`src/rtl/imm_encoder.sv`:
```
// RV32I immediate encoder: packs format/field inputs into an instruction word,
// expanding the li pseudo-instruction into LUI+ADDI when needed.
module imm_encoder (
  input  logic        clk,
  input  logic        rst,
  input  logic        in_valid,
  output logic        in_ready,
  input  logic [2:0]  fmt,
  input  logic [6:0]  opcode,
  input  logic [4:0]  rd,
  input  logic [4:0]  rs1,
  input  logic [4:0]  rs2,
  input  logic [2:0]  funct3,
  input  logic [31:0] imm,
  output logic        out_valid,
  input  logic        out_ready,
  output logic [31:0] inst,
  output logic        err,
  output logic        last
);

  typedef enum logic {IDLE, LI_LO} state_t;

  state_t      state_q, state_d;
  logic        out_valid_q, out_valid_d;
  logic [31:0] inst_q, inst_d;
  logic        err_q, err_d;
  logic        last_q, last_d;
  logic [31:0] pend_q, pend_d;

  logic [31:0] enc_inst, enc_pend, li_sum;
  logic        enc_err, enc_last, enc_split;
  logic        i_ok, b_ok, j_ok;
  logic        accept, consume;

  always_comb begin
    li_sum    = imm + 32'h0000_0800;
    i_ok      = (&imm[31:11]) | ~(|imm[31:11]);
    b_ok      = (&imm[31:12]) | ~(|imm[31:12]);
    j_ok      = (&imm[31:20]) | ~(|imm[31:20]);
    enc_inst  = '0;
    enc_pend  = '0;
    enc_err   = 1'b0;
    enc_last  = 1'b1;
    enc_split = 1'b0;
    case (fmt)
      3'd0: begin
        enc_inst = {imm[11:0], rs1, funct3, rd, opcode};
        enc_err  = ~i_ok;
      end
      3'd1: begin
        enc_inst = {imm[11:5], rs2, rs1, funct3, imm[4:0], opcode};
        enc_err  = ~i_ok;
      end
      3'd2: begin
        enc_inst = {imm[12], imm[10:5], rs2, rs1, funct3, imm[4:1], imm[11], opcode};
        enc_err  = ~b_ok | imm[0];
      end
      3'd3: begin
        enc_inst = {imm[19:0], rd, opcode};
        enc_err  = |imm[31:20];
      end
      3'd4: begin
        enc_inst = {imm[20], imm[10:1], imm[11], imm[19:12], rd, opcode};
        enc_err  = ~j_ok | imm[0];
      end
      3'd5: begin
        if (i_ok) begin
          enc_inst = {imm[11:0], 5'd0, 3'b000, rd, 7'h13};
        end else begin
          // hi is rounded so the sign-extended ADDI of lo lands back on imm
          enc_inst  = {li_sum[31:12], rd, 7'h37};
          enc_pend  = {imm[11:0], rd, 3'b000, rd, 7'h13};
          enc_split = |imm[11:0];
          enc_last  = ~(|imm[11:0]);
        end
      end
      default: begin
        enc_err = 1'b1;
      end
    endcase
  end

  assign in_ready = (state_q == IDLE) && (!out_valid_q || out_ready);
  assign accept   = in_valid && in_ready;
  assign consume  = out_valid_q && out_ready;

  always_comb begin
    state_d     = state_q;
    out_valid_d = out_valid_q;
    inst_d      = inst_q;
    err_d       = err_q;
    last_d      = last_q;
    pend_d      = pend_q;
    if (consume) out_valid_d = 1'b0;
    case (state_q)
      IDLE: begin
        if (accept) begin
          out_valid_d = 1'b1;
          inst_d      = enc_inst;
          err_d       = enc_err;
          last_d      = enc_last;
          if (enc_split) begin
            pend_d  = enc_pend;
            state_d = LI_LO;
          end
        end
      end
      LI_LO: begin
        if (consume) begin
          if (!last_q) begin
            out_valid_d = 1'b1;
            inst_d      = pend_q;
            err_d       = 1'b0;
            last_d      = 1'b1;
          end else begin
            state_d = IDLE;
          end
        end
      end
      default: state_d = IDLE;
    endcase
  end

  always_ff @(posedge clk) begin
    if (rst) begin
      state_q     <= IDLE;
      out_valid_q <= 1'b0;
      inst_q      <= '0;
      err_q       <= 1'b0;
      last_q      <= 1'b0;
      pend_q      <= '0;
    end else begin
      state_q     <= state_d;
      out_valid_q <= out_valid_d;
      inst_q      <= inst_d;
      err_q       <= err_d;
      last_q      <= last_d;
      pend_q      <= pend_d;
    end
  end

  assign out_valid = out_valid_q;
  assign inst      = inst_q;
  assign err       = err_q;
  assign last      = last_q;

endmodule

```
`config.mk`:
```
export PLATFORM = sky130hd
export DESIGN_NAME = imm_encoder
export DESIGN_NICKNAME = d
export VERILOG_FILES = /design/src/rtl/imm_encoder.sv
export SDC_FILE = /design/constraint.sdc
export NUM_CORES = 1
export LEC_CHECK = 0
export CAP_MARGIN = 0
export CORE_MARGIN = 5
export CORE_UTILIZATION = 45
export DETAILED_ROUTE_END_ITERATION = 16
export PLACE_DENSITY = 0.82
export RECOVER_POWER = 100
export SLEW_MARGIN = 20
export SYNTH_ARGS = -nofsm -noshare
export SYNTH_HDL_FRONTEND = slang
export SYNTH_SLANG_ARGS = --single-unit
```
`constraint.sdc`:
```
create_clock -name clk -period 2.99 [get_ports clk]
set_input_delay 0.897 -clock clk [delete_from_list [all_inputs] [get_ports clk]]
set_output_delay 0.897 -clock clk [all_outputs]
set_load 0.01 [all_outputs]
```
Word-level counts from Yosys, hierarchy flattened
Index checks and enable logic that the tools add are counted.
{ "word_totals": {"reg_bits": 68, "latchBits": 0, "mem_bits_rw": 0, "rom_bits": 0, "mem_count": 0} }
{ "classes": {"n_addsub": 1, "mul": 0, "div_mod_pow": 0, "n_lt_le_gt_ge": 0, "n_eq_ne": 8, "shift": 0, "muxes": 30, "bitwise_logic": 13, "n_reduce_logical": 17} }
{ "ops": {"columns": ["op", "n"], "rows": [
  ["32-bit 2-to-1 mux", 6],
  ["32-bit case mux with 6 select lines", 1],
  ["32-bit case mux with 2 select lines", 1],
  ["32-bit by 12-bit adder with 32-bit output, second input constant", 1],
  ["12-bit OR reduction", 2],
  ["21-bit AND reduction", 1],
  ["21-bit OR reduction", 1],
  ["20-bit AND reduction", 1],
  ["20-bit OR reduction", 1],
  ["1-bit 2-to-1 mux", 17],
  ["12-bit AND reduction", 1],
  ["1-bit inverter", 8],
  ["1-bit case mux with 2 select lines", 4],
  ["3-bit by 2-bit == test with 1-bit output, second input constant", 2],
  ["3-bit == test, second input constant", 2],
  ["3-bit AND reduction", 2],
  ["1-bit bitwise OR", 5],
  ["1-bit case mux with 5 select lines", 1],
  ["2-bit inequality test, second input constant", 2],
  ["3-bit by 1-bit == test with 1-bit output, second input constant", 1],
  ["1-bit logical AND", 3],
  ["3-bit zero test", 1],
  ["2-bit by 1-bit inequality test with 1-bit output, second input constant", 1],
  ["2-bit AND reduction", 1],
  ["other kinds (3)", 3]
]} }

Longest topological paths before layout
{ "logic_depth": {"word_depth": 8, "ltp_mapped": 9, "mapped_depth_nobuf": 6} }

Worst setup path after synthesis
OpenSTA, ideal clock, no wires.
{ "synth_path": {"kind": "input port to flip-flop", "start": "input imm[11]", "end": "register pend_q[31]", "t_arrival_ns": 2.419, "required_time_ns": 2.918, "slack_ns": 0.499, "stages": 9, "n_path_buf": 3, "cell_sequence": "clkbuf_1 inv_1 ha_1 and3_4 a22o_1 buf_6 nor3_4 buf_6 mux2i_1"} }
{ "synth_via": {"elab_chain_cells": 6} }
{ "synth_rtl": {"columns": ["item", "line_no", "source"], "rows": [
  ["start: declaration", "14", "input logic [31:0] imm,"],
  ["21-bit OR reduction", "38", "i_ok = (&imm[31:11]) | ~(|imm[31:11]);"],
  ["1-bit inverter", "38", null],
  ["1-bit bitwise OR", "38", null],
  ["1-bit 2-to-1 mux", "68", "if (i_ok) begin"],
  ["1-bit 2-to-1 mux", "46", "case (fmt)"],
  ["3-bit AND reduction (no source line)", null, null],
  ["end signal: assignment", "139", "pend_q <= pend_d;"],
  ["end: declaration", "29", "logic [31:0] pend_q, pend_d;"]
]} }
Parallel ways exist; a longest one is shown, timed or not.
A chain may end at the register's enable or synchronous reset.

Final worst setup path
{ "layout_path": {"start": "input fmt[0]", "end": "register pend_q[16]"} }
{ "layout_via": {"elab_chain_cells": 3} }
{ "layout_rtl": {"columns": ["item", "line_no", "source"], "rows": [
  ["start: declaration", "8", "input logic [2:0] fmt,"],
  ["3-bit == test *", "46", null],
  ["1-bit 2-to-1 mux", "46", null],
  ["3-bit AND reduction (no source line)", null, null]
]} }
Mark *: on every way between the ends. The rest lies on a longest branch, timed or not.

==> reports/metrics.yaml <==
outcome: "complete, no violations"
p_per_area_mw_per_mm2: 338
cts_post_setup_buffers_inserted: 0
tritoncts.num_buffers: 5
antenna_violations_before_repair: 0
num_vias: 4646
postSynthAreaPerCell_um2: 7.79
timing.critical_path.to_type: "flip-flop"
starting_density_of_the_core_pct: 46.4
cts_max_path_buffers: 2
clock.fmax_mhz: 358
cts_sink_cnt: 54
worst_slew_pin_slew_ps: 1250
cp.required_ps: 3240
max_cap_violations: 0
timing.critical_path.from_type: "primary input"
synth_fp_nets: 561
report.final.slew_viol_count: 0
synth.area.top_cells: "sky130_fd_sc_hd__dfxtp_1, sky130_fd_sc_hd__nand2_1, sky130_fd_sc_hd__mux2i_1, sky130_fd_sc_hd__a22oi_1, sky130_fd_sc_hd__a21oi_1"
wl_per_cell_um: 19.2
die_area_mm2: 0.0105
area_delta_synth_final_pct: 38.9
synth_edf_count: 0
placed_cell_area_mm2: 0.00529
postSynthCellCount: 495
drc: 0
seq_area_frac_synth_pct: 28.0
ioPinCount: 100
share_of_flip_flops_with_an_asynchronous_set_or_reset_pct: 0
synthesis.area_mm2: 0.00385
place.port_buffers: 99
ctsRootBufferMaster: "sky130_fd_sc_hd__clkbuf_8"
post_synth_num_cell_types: 65
fin_tns_setup_ps: 0
worst_r2r_start: "state_q"
grt_overflow_total: 0
post_detailed_route_via_to_cell_ratio: 6.36
slew_headroom_pct: 16.5
p_leak_nw: 2.06
cts_htree_levels: 2
postLayoutCellArea_mm2: 0.00536
worst_hold_path_type: "reg -> reg"
critical_path.max_fanout: 20
finalSetupViolations: 0
crit_start: "fmt[0]"
finalWorstPathRequiredPeriod_ps: 2790
half_perimeter_wire_length_after_placement_mm: 10.8
seqCellArea_mm2: 0.00108
ant_nets: 0
worst_clk_skew_ps: 3.06
die_width_um: 103
timing.hold.worst.start: "pend_q[26]"
drive_above_1_share_pct: 14.7
grt_setup_unrepaired: "false"
grt_pass1_wl_mm: 22.2
crit_path_buf_inv_count: 2
final_antenna_diode_count: 0
holdWs_ps: 465
synth.top_cell.area_share_pct: 28.0
final.period_utilization_pct: 93.5
ys_warn_count: 0
clock_insertion_delay_worst_skew_ps: 320
finalWeightedCongestion: 0.989
finalNetCount: 690
chipHeight_um: 103
yosys.area.top_type: "sky130_fd_sc_hd__dfxtp_1"
yosys_most_used_dff: "sky130_fd_sc_hd__dfxtp_1"
grt_start_max_net_pins: 28
crit_path_cell_trace: "dlygate4sd3_1, nor2b_1, nand2_1, nor3_4, clkbuf_4, mux2i_1"
core_area_mm2: 0.00830
worst_case_vdd_ir_drop_v: 0.000237
cts_tree: "done"
clk_pin_slew_worst_paths_ps: 100
multi_input_area_mm2: 0.00251
timing.critical_path.arrival_ps: 3050
number_of_rows_in_the_core_area: 33
crit_path_max_incr_delay_ps: 710
via_count_of_the_first_global_routing_pass: 4434
critical_path.slowest_cell: "sky130_fd_sc_hd__dlygate4sd3_1"
first_pass_iteration_count_of_the_detailed_router: 6
ys_seq_elements: 54
drt-initial-drc-count: 530
overall_track_demand_over_capacity_in_global_routing_pct: 26.8
path_delay_family: "buffers and inverters"
setup.worst_path.class: "in -> reg"
hold_viol_final: 0
fill_cells: 724
routed_wl_mm: 14.0
==> power breakdown <==
| part | internal (mW) | total, mW | switching [mW] |
|---|---|---|---|
| sequential | 0.757 | 0.780 | 0.0228 |
| clock | 0.192 | 0.461 | 0.269 |
| combinational | 0.280 | 0.572 | 0.292 |
| total | 1.23 | 1.81 | 0.584 |
==> Yosys cell counts, drive strengths merged, types with 7 or more instances <==
library cell and n:
nor4 9, mux2i 21, a21oi 33, a221oi 8, nor2b 12, o21ai 26
nor2 21, inv 10, a31oi 12, nand3 23, buf 19, o22ai 11
a22oi 25, mux2 7, nand4 11, xnor2 10, dfxtp 54, nor3 12
nand2 64, and3 8, clkbuf 25
==> repair_timing <==
item | CTS | global route
gates resized for setup | 0 | 1
setup endpoints to repair | 0 | 1
hold buffers | 0 | 0
==> worst min-delay path, cell delays in order, from the launching register on <==
cell                      delay [ps]
sky130_fd_sc_hd__dfxtp_1         330
sky130_fd_sc_hd__nand2_1          50
sky130_fd_sc_hd__mux2i_1          50
==> state kept, by name, summed over array words and instances, names as in the netlist, named ones only <==
register	flops
err	1
pend_q	18
inst	32
state_q	1
last	1
==> cells by family (layout without fill, tap and decap cells) <==
family                   after synthesis  after routing  share of synthesized area, %
XOR/XNOR                              14             14                          3.38
flip-flops                            54             54                          28.0
buffers and inverters                 56            186                          6.78
multiplexers                          28             28                          7.50
AO/OA/AOI/OAI                        163            163                          29.1
adder cells (fa/ha/maj)                3              3                         0.909
AND/OR/NAND/NOR                      177            177                          24.2
==> cell usage in the layout, fill, tap and decap left out, types with 4 or more instances in the layout <==
master	instances
sky130_fd_sc_hd__a21oi_1	33
sky130_fd_sc_hd__o2bb2ai_1	4
sky130_fd_sc_hd__o22ai_1	11
sky130_fd_sc_hd__dfxtp_1	54
sky130_fd_sc_hd__a31oi_1	12
sky130_fd_sc_hd__mux2i_1	21
sky130_fd_sc_hd__a22o_1	4
sky130_fd_sc_hd__o21ai_0	21
sky130_fd_sc_hd__nor2_1	21
sky130_fd_sc_hd__clkdlybuf4s50_1	62
sky130_fd_sc_hd__o21a_1	4
sky130_fd_sc_hd__a22oi_1	24
sky130_fd_sc_hd__mux2_2	7
sky130_fd_sc_hd__nand3_1	23
sky130_fd_sc_hd__a32oi_1	6
sky130_fd_sc_hd__xnor2_1	9
sky130_fd_sc_hd__clkbuf_8	6
sky130_fd_sc_hd__nor2b_1	12
sky130_fd_sc_hd__o21ai_1	5
sky130_fd_sc_hd__inv_1	10
sky130_fd_sc_hd__xor2_1	4
sky130_fd_sc_hd__o211ai_1	4
sky130_fd_sc_hd__and3_1	7
sky130_fd_sc_hd__nand4_1	10
sky130_fd_sc_hd__a221oi_1	8
sky130_fd_sc_hd__nand2_1	64
sky130_fd_sc_hd__buf_4	58
sky130_fd_sc_hd__nor3_1	8
sky130_fd_sc_hd__dlygate4sd3_1	36
sky130_fd_sc_hd__nor4_1	9
==> worst paths after layout <==
| check | endpoint | slack, ps | cells after the start |
|---|---|---|---|
| hold / removal | pend_q[26] | 460 | 2 |
| setup / recovery | pend_q[16] | 200 | 6 |
| hold reg to reg | pend_q[26] | 460 | 2 |
| setup reg to reg | inst[8] | 900 | 7 |
==> through the flow <==
stage | std cells | util, % | setup WS, ps | total power [mW]
after floorplan | 495 | - | 499 | 1.07
after global placement | 722 | 63.7 | 42.8 | 1.36
after detailed placement | 722 | 63.7 | 16.5 | 1.37
after CTS | 730 | 64.9 | 18.0 | 1.83
after global routing | 730 | 64.5 | 89.0 | 1.90
final | 730 | 64.5 | 195 | 1.81
==> cell type report <==
cell class                      count  area share [%]
Multi-Input combinational cell    385            46.9
Timing Repair Buffer              166            27.8
Sequential cell                    54            20.2
Tap cell                          105            2.45
Clock buffer                        6            1.54
Inverter                           12           0.841
Clock inverter                      2           0.304
==> layer usage <==
metal / share of wire, % / global-route usage, % / wire (um) / vias to the layer above
li1: - / - / - / 2130
met1: 40 / 36.2 / 5650 / 2174
met2: 45 / 41.9 / 6360 / 293
met3: 11 / 5.75 / 1480 / 49
met4: 3.5 / 10.4 / 486 / 0
met5: 0 / 0 / 0 / -
Note: power is estimated with default switching activity, not from simulation.
